$ cat src/rtl/lr35902_vram_dma.sv
// Block-oriented VRAM DMA: copies BLOCK_BYTES-sized blocks from the CPU bus into VRAM,
// as one stalled burst or (with VRAM_DMA_HBLANK_MODE_EN defined) one block per H-blank.
module lr35902_vram_dma #(
  parameter int CYCLES_PER_BYTE = 4,
  parameter int BLOCK_BYTES     = 16,
  parameter int LEN_BITS        = 7,
  parameter int DST_BITS        = 13
) (
  input  logic                clk,
  input  logic                reset,
  input  logic [2:0]          reg_adr,
  input  logic [7:0]          reg_din,
  input  logic                reg_write,
  output logic [7:0]          reg_dout,
  input  logic                hblank,
  output logic [15:0]         adr,
  input  logic [7:0]          din,
  output logic                read,
  output logic [DST_BITS-1:0] adr_vram,
  output logic [7:0]          dout,
  output logic                write,
  output logic                active
);

  localparam int OFS_BITS = $clog2(BLOCK_BYTES);
  localparam int CYC_BITS = $clog2(CYCLES_PER_BYTE);

  typedef enum logic [1:0] {S_IDLE, S_SETUP, S_COPY, S_HWAIT} state_t;

  state_t               state, state_next;
  logic                 wr_q;
  logic [2:0]           radr_q;
  logic [7:0]           rdin_q;
  logic [7:0]           src_hi, src_lo, dst_hi, dst_lo;
  logic [15:0]          src_cnt;
  logic [DST_BITS-1:0]  dst_cnt;
  logic [LEN_BITS-1:0]  remaining;
  logic [CYC_BITS-1:0]  cyc;
  logic [OFS_BITS-1:0]  idx;

  logic        commit, ctrl_commit, start, start_hdma, cancel_req;
  logic        cyc_last, block_end;
  logic        hdma, cancel, hstart;
  logic [15:0] src_base;
  logic [DST_BITS-1:0] dst_base;

  // A register write lands on the falling edge of the strobe, so a long strobe commits once.
  assign commit      = wr_q & ~reg_write;
  assign ctrl_commit = commit && (radr_q == 3'd4);
  assign start       = ctrl_commit && (state == S_IDLE);
  assign cyc_last    = (cyc == CYC_BITS'(CYCLES_PER_BYTE - 1));
  assign block_end   = (state == S_COPY) && cyc_last && (idx == '1);
  assign cancel_req  = ctrl_commit && hdma && !rdin_q[7] && (state != S_IDLE);

  assign src_base = {src_hi, src_lo} & ~16'(BLOCK_BYTES - 1);
  assign dst_base = DST_BITS'({dst_hi, dst_lo}) & ~DST_BITS'(BLOCK_BYTES - 1);

`ifdef VRAM_DMA_HBLANK_MODE_EN
  logic hblank_q, kick;

  always_ff @(posedge clk) begin
    if (reset) begin
      hdma     <= 1'b0;
      cancel   <= 1'b0;
      kick     <= 1'b0;
      hblank_q <= 1'b0;
    end else begin
      hblank_q <= hblank;
      if (start) begin
        hdma   <= rdin_q[7];
        // An H-blank already in progress at commit time serves the first block.
        kick   <= rdin_q[7] & hblank;
        cancel <= 1'b0;
      end else begin
        if (state == S_HWAIT && hstart) kick <= 1'b0;
        if (state_next == S_IDLE)       cancel <= 1'b0;
        else if (cancel_req)            cancel <= 1'b1;
      end
    end
  end

  assign hstart     = kick | (hblank & ~hblank_q);
  assign start_hdma = start & rdin_q[7];
`else
  logic unused_hblank;
  assign unused_hblank = hblank;
  assign hdma          = 1'b0;
  assign cancel        = 1'b0;
  assign hstart        = 1'b0;
  assign start_hdma    = 1'b0;
`endif

  // NOTE: every output of an always_comb gets a default first, otherwise paths that skip
  // an assignment make the tool infer a latch.
  always_comb begin
    state_next = state;
    case (state)
      S_IDLE:  if (start) state_next = start_hdma ? S_HWAIT : S_SETUP;
      S_SETUP: if (cyc_last) state_next = S_COPY;
      S_COPY: begin
        if (block_end) begin
          if (remaining == '0 || cancel || cancel_req) state_next = S_IDLE;
          else if (hdma)                               state_next = S_HWAIT;
        end
      end
`ifdef VRAM_DMA_HBLANK_MODE_EN
      S_HWAIT: begin
        if (cancel_req)  state_next = S_IDLE;
        else if (hstart) state_next = S_SETUP;
      end
`endif
      default: state_next = S_IDLE;
    endcase
  end

  // NOTE: sequential state uses non-blocking assignments so every flop samples
  // pre-edge values regardless of statement order.
  always_ff @(posedge clk) begin
    if (reset) begin
      state     <= S_IDLE;
      wr_q      <= 1'b0;
      remaining <= '1;
      cyc       <= '0;
      idx       <= '0;
    end else begin
      state <= state_next;
      wr_q  <= reg_write;
      if (start)          remaining <= rdin_q[LEN_BITS-1:0];
      else if (block_end) remaining <= remaining - LEN_BITS'(1);
      if (state == S_SETUP || state == S_COPY) cyc <= cyc_last ? '0 : cyc + CYC_BITS'(1);
      else                                     cyc <= '0;
      if (state == S_COPY && cyc_last) idx <= idx + OFS_BITS'(1);
      else if (state == S_IDLE)        idx <= '0;
    end
  end

  // NOTE: address and strobe-capture registers carry no reset; they are always written
  // before being used, and the control path above guards every use.
  always_ff @(posedge clk) begin
    if (reg_write) begin
      radr_q <= reg_adr;
      rdin_q <= reg_din;
    end
    if (commit && state == S_IDLE) begin
      case (radr_q)
        3'd0:    src_hi <= rdin_q;
        3'd1:    src_lo <= rdin_q;
        3'd2:    dst_hi <= rdin_q;
        3'd3:    dst_lo <= rdin_q;
        default: ;
      endcase
    end
    if (start) begin
      src_cnt <= src_base;
      dst_cnt <= dst_base;
    end else if (state == S_COPY && cyc_last) begin
      src_cnt <= src_cnt + 16'd1;
      dst_cnt <= dst_cnt + DST_BITS'(1);
    end
  end

  assign active   = (state == S_SETUP) || (state == S_COPY);
  assign read     = (state == S_COPY) && ((cyc >> 1) == '0);
  assign write    = read;
  assign adr      = src_cnt;
  assign adr_vram = dst_cnt;
  assign dout     = din;
  assign reg_dout = {state == S_IDLE, 7'(remaining)};

endmodule

$ cat config.mk
export PLATFORM = sky130hd
export DESIGN_NAME = lr35902_vram_dma
export DESIGN_NICKNAME = d
export VERILOG_FILES = /design/src/rtl/lr35902_vram_dma.sv
export SDC_FILE = /design/constraint.sdc
export NUM_CORES = 1
export LEC_CHECK = 0
export CAP_MARGIN = 20
export CORE_MARGIN = 5
export CORE_UTILIZATION = 55
export DETAILED_ROUTE_END_ITERATION = 16
export PLACE_DENSITY_LB_ADDON = 0.05
export SETUP_SLACK_MARGIN = 0.5
export SLEW_MARGIN = 5
export SYNTH_ARGS = -nofsm -noshare
export SYNTH_HDL_FRONTEND = slang
export SYNTH_SLANG_ARGS = --single-unit
$ cat constraint.sdc
create_clock -name clk -period 4.4 [get_ports clk]
set_input_delay 1.1 -clock clk [delete_from_list [all_inputs] [get_ports clk]]
set_output_delay 1.1 -clock clk [all_outputs]
set_load 0.005 [all_outputs]
==> flow_metrics.env, run 1 <==
export IMPL_hold_viol=0
export IMPL_synth_seq_cells=77
export IMPL_seq_power_share=0.514
export IMPL_final_core_util=0.684
export IMPL_finalClockSkew_ns=0.00688
export IMPL_drv_cap=0
export IMPL_die_width_um=90.7
export IMPL_antenna_found_initial=0
export IMPL_report_final_slew_viol_count=0
export IMPL_drc_errors=0
export IMPL_multi_input_area_sq_um=1340
export IMPL_p_leak_nw=1.47
export IMPL_path_cells="clkdlybuf4s50_1 -> and3b_1 -> nand2_1 -> nand2_1 -> o21ai_0"
export IMPL_start_kind="input port"
export IMPL_diodes=0
export IMPL_ant_nets=0
export IMPL_root_buffer="clkbuf_8"
export IMPL_cts_tree="done"
export IMPL_intPower_mw=1.31
export IMPL_start_util=0.564
export IMPL_seqCellArea_sq_um=2070
export IMPL_fillerInstances=490
export IMPL_grt_pass1_wl_um=12200
export IMPL_place_area_sq_um=4110
export IMPL_peakVddDrop_uv=320
export IMPL_worst_slew_pin_slew_ns=0.702
export IMPL_status="finished, final reports clean"
export IMPL_num_io_pins=71
export IMPL_cp_end_kind="flop"
export IMPL_yosys_top_cells_area="edfxtp_1 (44%), dfxtp_1 (13%), xnor2_1 (4.9%), nand2_1 (4.8%), ha_1 (3.5%)"
export IMPL_slowest_delay_ns=0.68
export IMPL_clock_latency_ns=0.35
export IMPL_ys_seq_area_frac=0.579
export IMPL_dp_hpwl_um=5210
export IMPL_syn_cell_area_sq_um=3580
export IMPL_critPathMaxFanout=14
export IMPL_cts_sinks=77
export IMPL_setup_viol=0
export IMPL_async_reset_ff_frac=0
export IMPL_combPwrFrac=0.114
export IMPL_fin_crit_sh=0.685
export IMPL_fin_area_sq_um=4340
export IMPL_worst_slack_ns=1.38
export IMPL_synth_flop_cell="edfxtp_1"
export IMPL_routed_wl_um=7470
export IMPL_grt_pass1_vias=2445
export IMPL_numPortBuffers=53
export IMPL_cpMaxStageDelayCell="clkdlybuf4s50_1"
export IMPL_power_density_nw_per_um2=392
export IMPL_worstPathRequired_ns=4.48
export IMPL_wl_per_cell_um=16.3
export IMPL_drt_pass1_iter_count=4
export IMPL_placed_cells_incl_taps=441
export IMPL_rows=29
export IMPL_cp_arrival_ns=3.10
export IMPL_netlist_instances=329
export IMPL_syn_mean_instance_area_sq_um=10.9
export IMPL_min_path_type="reg -> reg"
export IMPL_gp_congestion=0.839
export IMPL_htree_num_levels=3
export IMPL_core_area_sq_um=6350
export IMPL_max_slew_margin=0.531
export IMPL_power_net_switching_mw=0.397
export IMPL_synth_cell_types=46
export IMPL_die_h_um=90.7
export IMPL_synth_edf_count=53
export IMPL_layout_drive_gt1_share=0.0605
export IMPL_gr_usage_all_layers=0.186
export IMPL_syn_nets=362
export IMPL_path_common_cell="nand2_1"
export IMPL_first_iter_violations=128
export IMPL_routed_via_density=5.73
export IMPL_worst_hold_slack_ns=0.446
export IMPL_cts_buffers=9
export IMPL_ys_warn_count=0
export IMPL_fmax_mhz=332
export IMPL_clkTransAtPathRegs_ns=0.08
export IMPL_grt_overflow_total=0
export IMPL_rsz0062_at_grt="false"
export IMPL_syn2layout_area_growth_pct=21.3
export IMPL_swShare=0.233
export IMPL_post_place_ws_ns=0.998
export IMPL_synth_top_area_share=0.445
export IMPL_die_area_sq_um=8220
export IMPL_setup_tns_ns=0
export IMPL_clock_power_share=0.372
export IMPL_fin_cells=457
export IMPL_path_class="in -> reg"
export IMPL_fin_nets=408
export IMPL_synth_largest_area_cell="edfxtp_1"
export IMPL_finalCriticalPeriod_ns=3.02
export IMPL_grt_max_degree=42
export IMPL_holdBufCountCts=0
export IMPL_max_clock_path_buffers=2
export IMPL_num_vias=2617
export IMPL_fin_total_pwr_mw=1.70
export IMPL_postCtsSetupBuffers=0
export IMPL_cts_resized=0
[per-layer routing]
layer,vias up,share of wire,track usage
met5,-,0,0
met4,0,0.023,0.103
met3,16,0.058,0.0400
met2,87,0.47,0.277
met1,1242,0.45,0.253
li1,1272,-,-
[cell usage after synthesis (2+ instances only)]
cell type,n
nor2b_1,3
nor2_1,21
xnor2_1,20
or2_2,2
xor2_1,7
nor3_1,15
and3_1,2
nand2_1,46
nand3b_1,2
buf_4,10
nor3b_1,2
a21oi_1,8
edfxtp_1,53
ha_1,10
nand4_1,7
clkbuf_1,10
o21ai_0,16
dfxtp_1,24
nor4_1,9
and2_1,3
nand3_1,14
inv_1,12
nand4b_1,3
o31ai_1,7
mux2i_1,2
[critical path, delay by kind of cell]
kind,cells,cell delay (ns)
AOI/OAI and AO/OA,1,0.16
buffers and inverters,1,0.68
and+or+nand+nor,3,1.15
[flip-flops by register name (all words and copies together), names as in the netlist, 3 cells and up]
name	flops
adr	16
adr_vram	13
dst_hi	5
dst_lo	4
idx	4
radr_q	3
rdin_q	8
remaining	7
src_hi	8
src_lo	4
[cells in the final DEF, fill, tap and decap left out, drive strengths merged, types with 7 or more instances in the layout]
cell type / instances
nor2: 21
a21oi: 8
nor3: 15
inv: 12
clkdlybuf4s50: 53
edfxtp: 53
clkbuf: 9
nand2: 46
nand3: 14
o31ai: 7
nor4: 9
nand4: 7
dfxtp: 24
o21ai: 16
xnor2: 20
ha: 10
xor2: 7
[power groups by stage]
stage               clock network (mW)  logic (mW)  registers, mW
global placement                     0       0.193          0.889
global route                     0.676       0.215          0.883
detailed placement                   0       0.197          0.893
finish                           0.633       0.195          0.875
CTS                              0.643       0.197          0.876
floorplan                            0      0.0992          0.882
[cell families (layout without fill, tap and decap cells)]
family	Yosys count	count (layout)	synth area share
xor+xnor	27	27	0.0661
flops	77	77	0.579
compound gates	41	41	0.0724
fa+ha+maj	10	10	0.0350
buf+inv	33	84	0.0472
simple gates	138	138	0.192
mux	3	3	0.00874
[path summary, 6_finish.rpt]
check	from	end	slack, ns	cells after the start
min	cyc[0]$_SDFF_PP0_	cyc[0]$_SDFF_PP0_	0.45	1
max	reg_write	adr[7]$_DFFE_PP_	1.38	5
min reg2reg	cyc[0]$_SDFF_PP0_	cyc[0]$_SDFF_PP0_	0.45	1
max reg2reg	remaining[0]$_SDFFE_PP1P_	state[0]$_SDFFE_PP0P_	2.09	6
[area by class of cell]
type	count	area share
clock buffer	9	0.0285
timing repair buffer	56	0.127
sequential	77	0.477
tap	77	0.0222
multi-input combinational	219	0.308
inverter	12	0.0104
clock inverter	7	0.0262
Note: power is estimated with default switching activity, not from simulation.
==> run 2, diff against run 1 <==
--- a/config.mk
+++ b/config.mk
@@ -7,7 +7,7 @@
 export LEC_CHECK = 0
 export CAP_MARGIN = 20
 export CORE_MARGIN = 5
-export CORE_UTILIZATION = 55
+export CORE_UTILIZATION = 51
 export DETAILED_ROUTE_END_ITERATION = 16
 export PLACE_DENSITY_LB_ADDON = 0.05
 export SETUP_SLACK_MARGIN = 0.5
==> constraint.sdc (replaced) <==
create_clock -name clk -period 3.05 [get_ports clk]
set_input_delay 0.7625 -clock clk [delete_from_list [all_inputs] [get_ports clk]]
set_output_delay 0.7625 -clock clk [all_outputs]
set_load 0.005 [all_outputs]
==> flow_metrics.env, run 2 (synthesis results as in run 1) <==
export IMPL_routed_wl_um=7380
export IMPL_final_cell_mix="edfxtp_1 (53), clkdlybuf4s50_1 (53), nand2_1 (46)"
export IMPL_finalClockSkew_ns=0.0109
export IMPL_die_width_um=93.8
export IMPL_min_path_type="reg -> reg"
export IMPL_num_io_pins=71
export IMPL_status="finished, final reports clean"
export IMPL_r2r_cells=6
export IMPL_syn2layout_area_growth_pct=22.1
export IMPL_diodes=0
export IMPL_fin_crit_sh=0.807
export IMPL_critPathMaxFanout=4
export IMPL_die_h_um=93.8
export IMPL_layout_drive_gt1_share=0.0757
export IMPL_setup_viol=0
export IMPL_placed_cells_incl_taps=463
export IMPL_fmax_mhz=406
export IMPL_rows=30
export IMPL_max_slew_margin=0.566
export IMPL_die_area_sq_um=8790
export IMPL_worst_slew_pin_slew_ns=0.650
export IMPL_cp_end_kind="output port"
export IMPL_place_area_sq_um=4160
export IMPL_grt_overflow_total=0
export IMPL_num_vias=2587
export IMPL_drv_cap=0
export IMPL_cts_tree="done"
export IMPL_antenna_found_initial=0
export IMPL_htree_num_levels=3
export IMPL_dp_hpwl_um=5190
export IMPL_start_kind="flop"
export IMPL_drt_pass1_iter_count=4
export IMPL_setup_tns_ns=0
export IMPL_postCtsSetupBuffers=0
export IMPL_grt_pass1_wl_um=12300
export IMPL_multi_input_area_sq_um=1350
export IMPL_r2r_end="state[1]$_SDFFE_PP0P_"
export IMPL_cp_arrival_ns=1.70
export IMPL_start_util=0.524
export IMPL_ant_nets=0
export IMPL_fillerInstances=563
export IMPL_gr_usage_all_layers=0.181
export IMPL_first_iter_violations=143
export IMPL_crit_reg2reg_launch="remaining[0]$_SDFFE_PP1P_"
export IMPL_report_final_slew_viol_count=0
export IMPL_gp_congestion=0.858
export IMPL_p_leak_nw=1.47
export IMPL_clock_latency_ns=0.35
export IMPL_routed_via_density=5.40
export IMPL_worst_hold_slack_ns=0.471
export IMPL_seqCellArea_sq_um=2070
export IMPL_wl_per_cell_um=15.4
export IMPL_min_to="cyc[0]$_SDFF_PP0_"
export IMPL_clkTransAtPathRegs_ns=0.09
export IMPL_drc_errors=0
export IMPL_cts_buffers=9
export IMPL_largest_reg_flops=16
export IMPL_fin_cells=479
export IMPL_rrSetupSlack_ns=0.76
export IMPL_root_buffer="clkbuf_8"
export IMPL_fin_area_sq_um=4370
export IMPL_finalCriticalPeriod_ns=2.46
export IMPL_max_clock_path_buffers=2
export IMPL_path_class="reg -> out"
export IMPL_min_from="cyc[0]$_SDFF_PP0_"
export IMPL_worstPathRequired_ns=2.29
export IMPL_grt_pass1_vias=2506
export IMPL_power_density_nw_per_um2=527
export IMPL_grt_max_degree=36
export IMPL_hold_viol=0
export IMPL_rsz0062_at_grt="false"
export IMPL_hold_depth=1
export IMPL_peakVddDrop_uv=260
export IMPL_numPortBuffers=53
export IMPL_cts_sinks=77
export IMPL_core_area_sq_um=6830
export IMPL_fin_nets=411
export IMPL_final_core_util=0.640
## run 2: cell types whose count changed in the layout (fill, tap and decap cells not counted)
| cell | delta |
|---|---|
| buf_12 | +1 |
| buf_4 | +2 |
| bufinv_16 | -3 |
| clkinv_1 | -1 |
| clkinv_2 | -1 |
| clkinv_4 | +1 |
| clkinvlp_4 | -2 |
| ha_1 | -1 |
| ha_4 | +1 |
| inv_1 | -1 |
| inv_2 | +1 |
| inv_6 | +2 |
| inv_8 | +4 |
## run 2: repair_timing
action | 4_1_cts | 5_1_grt
endpoints found under the hold margin | 0 | 0
gates cloned | 0 | 0
endpoints found under the setup margin | 2 | 2
gates resized for setup | 2 | 1
hold buffers | 0 | 0
pin swaps | 0 | 0
## run 2: critical path: stages, from the launching register on
cell             delay, ns
dfxtp_1               0.40
inv_1                 0.12
ha_1                  0.33
clkdlybuf4s50_1       0.51
## run 2: through the flow
step,setup slack [ns],total power [mW]
2_1_floorplan,0.892,1.42
3_3_place_gp,0.543,1.57
3_5_place_dp,0.507,1.57
4_1_cts,0.515,2.33
5_1_grt,0.506,2.42
6_report,0.589,2.30
## run 2: cell type report
type	instances	share of cell area
clock buffer	9	0.0283
clock inverter	7	0.0163
multi-input combinational	219	0.309
inverter	12	0.0103
sequential	77	0.474
tap	96	0.0275
timing repair buffer	59	0.135
## run 2: worst max-delay path by stage
stage          slack (ns)                     to                   from  depth (start not counted)
3_5_place_dp         0.51  adr_vram[5]$_DFFE_PP_              reg_write                          5
4_1_cts              0.51                   read  state[0]$_SDFFE_PP0P_                          4
2_1_floorplan        0.89      adr[10]$_DFFE_PP_              reg_write                          4
5_1_grt              0.51                 active  state[1]$_SDFFE_PP0P_                          3
6_report             0.59                 active  state[1]$_SDFFE_PP0P_                          3
3_3_place_gp         0.54      adr[10]$_DFFE_PP_              reg_write                          5
## run 2: report_power, final
part / switching (mW) / total, mW / internal [mW] / leakage (nW)
logic: 0.120 / 0.287 / 0.168 / 0.677
clock network: 0.427 / 0.753 / 0.325 / 0.102
registers: 0.0818 / 1.26 / 1.18 / 0.695
## run 2: layer usage
metal,GRT usage,routed length (um),up-vias
met4,0.0854,124,0
met2,0.279,3410,94
met5,0,0,-
li1,-,-,1277
met1,0.248,3360,1202
met3,0.0329,483,14
==> run 3, diff against run 2 <==
==> constraint.sdc (replaced) <==
create_clock -name clk -period 2.47 [get_ports clk]
set_input_delay 0.6175 -clock clk [delete_from_list [all_inputs] [get_ports clk]]
set_output_delay 0.6175 -clock clk [all_outputs]
set_load 0.005 [all_outputs]
==> flow_metrics.env, run 3 (synthesis results as in run 1) <==
export IMPL_peakVddDrop_uv=307
export IMPL_drt_pass1_iter_count=4
export IMPL_syn2layout_area_growth_pct=30.9
export IMPL_max_slew_margin=0.683
export IMPL_final_common_cell="edfxtp_1"
export IMPL_cts_tree="done"
export IMPL_cp_arrival_ns=2.35
export IMPL_wl_per_cell_um=15.4
export IMPL_rrSetupSlack_ns=0.39
export IMPL_cts_buffers=9
export IMPL_start_kind="flop"
export IMPL_worstPathRequired_ns=2.74
export IMPL_gp_congestion=0.812
export IMPL_fmax_mhz=481
export IMPL_min_path_type="reg -> reg"
export IMPL_min_to="cyc[0]$_SDFF_PP0_"
export IMPL_grt_overflow_total=0
export IMPL_worst_slew_pin_slew_ns=0.472
export IMPL_die_area_sq_um=8790
export IMPL_num_io_pins=71
export IMPL_routed_via_density=5.35
export IMPL_path_cells="inv_2 -> ha_4 -> or4b_4 -> or4_4 -> a222oi_1 -> buf_4 -> mux2i_1"
export IMPL_final_core_util=0.686
export IMPL_first_iter_violations=223
export IMPL_cp_end_kind="flop"
export IMPL_routed_wl_um=7820
export IMPL_power_density_nw_per_um2=624
export IMPL_num_vias=2721
export IMPL_max_clock_path_buffers=2
export IMPL_rows=30
export IMPL_min_from="cyc[0]$_SDFF_PP0_"
export IMPL_p_leak_nw=1.63
export IMPL_rsz0062_at_grt="true"
export IMPL_path_class="reg -> reg"
export IMPL_fillerInstances=530
export IMPL_hold_viol=0
export IMPL_slowest_delay_ns=0.45
export IMPL_die_h_um=93.8
export IMPL_finalCriticalPeriod_ns=2.08
export IMPL_holdBufCountCts=0
export IMPL_grt_pass1_vias=2645
export IMPL_largest_reg_flops=16
export IMPL_finalClockSkew_ns=0.00644
export IMPL_drc_errors=0
export IMPL_r2r_end="state[0]$_SDFFE_PP0P_"
export IMPL_core_area_sq_um=6830
export IMPL_diodes=0
export IMPL_htree_num_levels=3
export IMPL_fin_nets=441
export IMPL_fin_crit_sh=0.841
export IMPL_clkTransAtPathRegs_ns=0.08
export IMPL_root_buffer="clkbuf_8"
export IMPL_setup_viol=0
export IMPL_r2r_cells=7
export IMPL_status="finished, final reports clean"
export IMPL_fin_total_pwr_mw=2.92
export IMPL_cpMaxStageDelayCell="or4b_4"
export IMPL_report_final_slew_viol_count=0
export IMPL_grt_max_degree=36
export IMPL_clock_latency_ns=0.34
export IMPL_final_cell_mix="edfxtp_1 (53), clkdlybuf4s50_1 (48), nand2_1 (44)"
export IMPL_setup_tns_ns=0
export IMPL_drv_cap=0
export IMPL_antenna_found_initial=0
export IMPL_crit_reg2reg_launch="remaining[0]$_SDFFE_PP1P_"
export IMPL_place_area_sq_um=4270
export IMPL_worst_hold_slack_ns=0.439
export IMPL_hold_depth=1
export IMPL_cts_sinks=77
export IMPL_fin_area_sq_um=4690
export IMPL_dp_hpwl_um=5480
export IMPL_layout_drive_gt1_share=0.208
export IMPL_ant_nets=0
export IMPL_critPathMaxFanout=2
export IMPL_grt_pass1_wl_um=12800
export IMPL_start_util=0.524
export IMPL_gr_usage_all_layers=0.187
export IMPL_numPortBuffers=53
export IMPL_die_width_um=93.8
[run 3: cell count changes in the layout (fill, tap and decap cells not counted), sizes merged, moves of 2 or more]
cell           previous run  this run
buf                       6        36
clkdlybuf4s50            53        48
inv                      18        15
clkbuf                    9        11
dlygate4sd2               0         2
[run 3: stage by stage]
stage / worst slack [ns] / std cells
2_1_floorplan: 0.441 / 329
3_3_place_gp: 0.183 / 473
3_5_place_dp: 0.143 / 473
4_1_cts: 0.372 / 500
5_1_grt: 0.290 / 509
6_report: 0.391 / 509
[run 3: area by class of cell]
| type | instances | area, sq um | area share |
|---|---|---|---|
| clock buffer | 9 | 124 | 0.0264 |
| clock inverter | 7 | 81.3 | 0.0174 |
| inverter | 12 | 50.0 | 0.0107 |
| multi-input combinational | 219 | 1410 | 0.301 |
| sequential | 77 | 2090 | 0.445 |
| tap | 96 | 120 | 0.0256 |
| timing repair buffer | 89 | 816 | 0.174 |
[run 3: worst max-delay path, delay by kind of cell, from the launching register on]
kind	cells	cell delay, ns
buf+inv	2	0.25
simple gates	2	0.89
flops	1	0.33
fa+ha+maj	1	0.13
compound gates	1	0.23
mux	1	0.17
[run 3: power breakdown]
group / switching, mW / total [mW] / internal (mW)
clock network: 0.485 / 0.966 / 0.481
registers: 0.0984 / 1.57 / 1.47
logic: 0.164 / 0.393 / 0.229
total: 0.748 / 2.92 / 2.18
[run 3: per-layer routing]
metal  track usage  wire, um  up-vias  part of all wire
li1              -         -     1339                 -
met1         0.246      3450     1286              0.44
met2         0.305      3840       88              0.49
met3        0.0361       464        8             0.059
met4        0.0722        71        0            0.0091
met5             0         0        -                 0
[run 3: how the worst max path moves through the flow]
stage	endpoint	slack (ns)	startpoint
4_1_cts	state[0]$_SDFFE_PP0P_	0.37	remaining[0]$_SDFFE_PP1P_
2_1_floorplan	state[0]$_SDFFE_PP0P_	0.44	remaining[0]$_SDFFE_PP1P_
3_3_place_gp	adr[14]$_DFFE_PP_	0.18	reg_write
6_report	state[0]$_SDFFE_PP0P_	0.39	remaining[0]$_SDFFE_PP1P_
5_1_grt	state[0]$_SDFFE_PP0P_	0.29	remaining[0]$_SDFFE_PP1P_
3_5_place_dp	adr[10]$_DFFE_PP_	0.14	reg_write
[run 3: timing repair]
| action | 4_1_cts | 5_1_grt |
|---|---|---|
| endpoints found under the setup margin | 20 | 48 |
| buffers inserted | 11 | 9 |
| pin swaps | 2 | 3 |
| resized for setup | 18 | 17 |
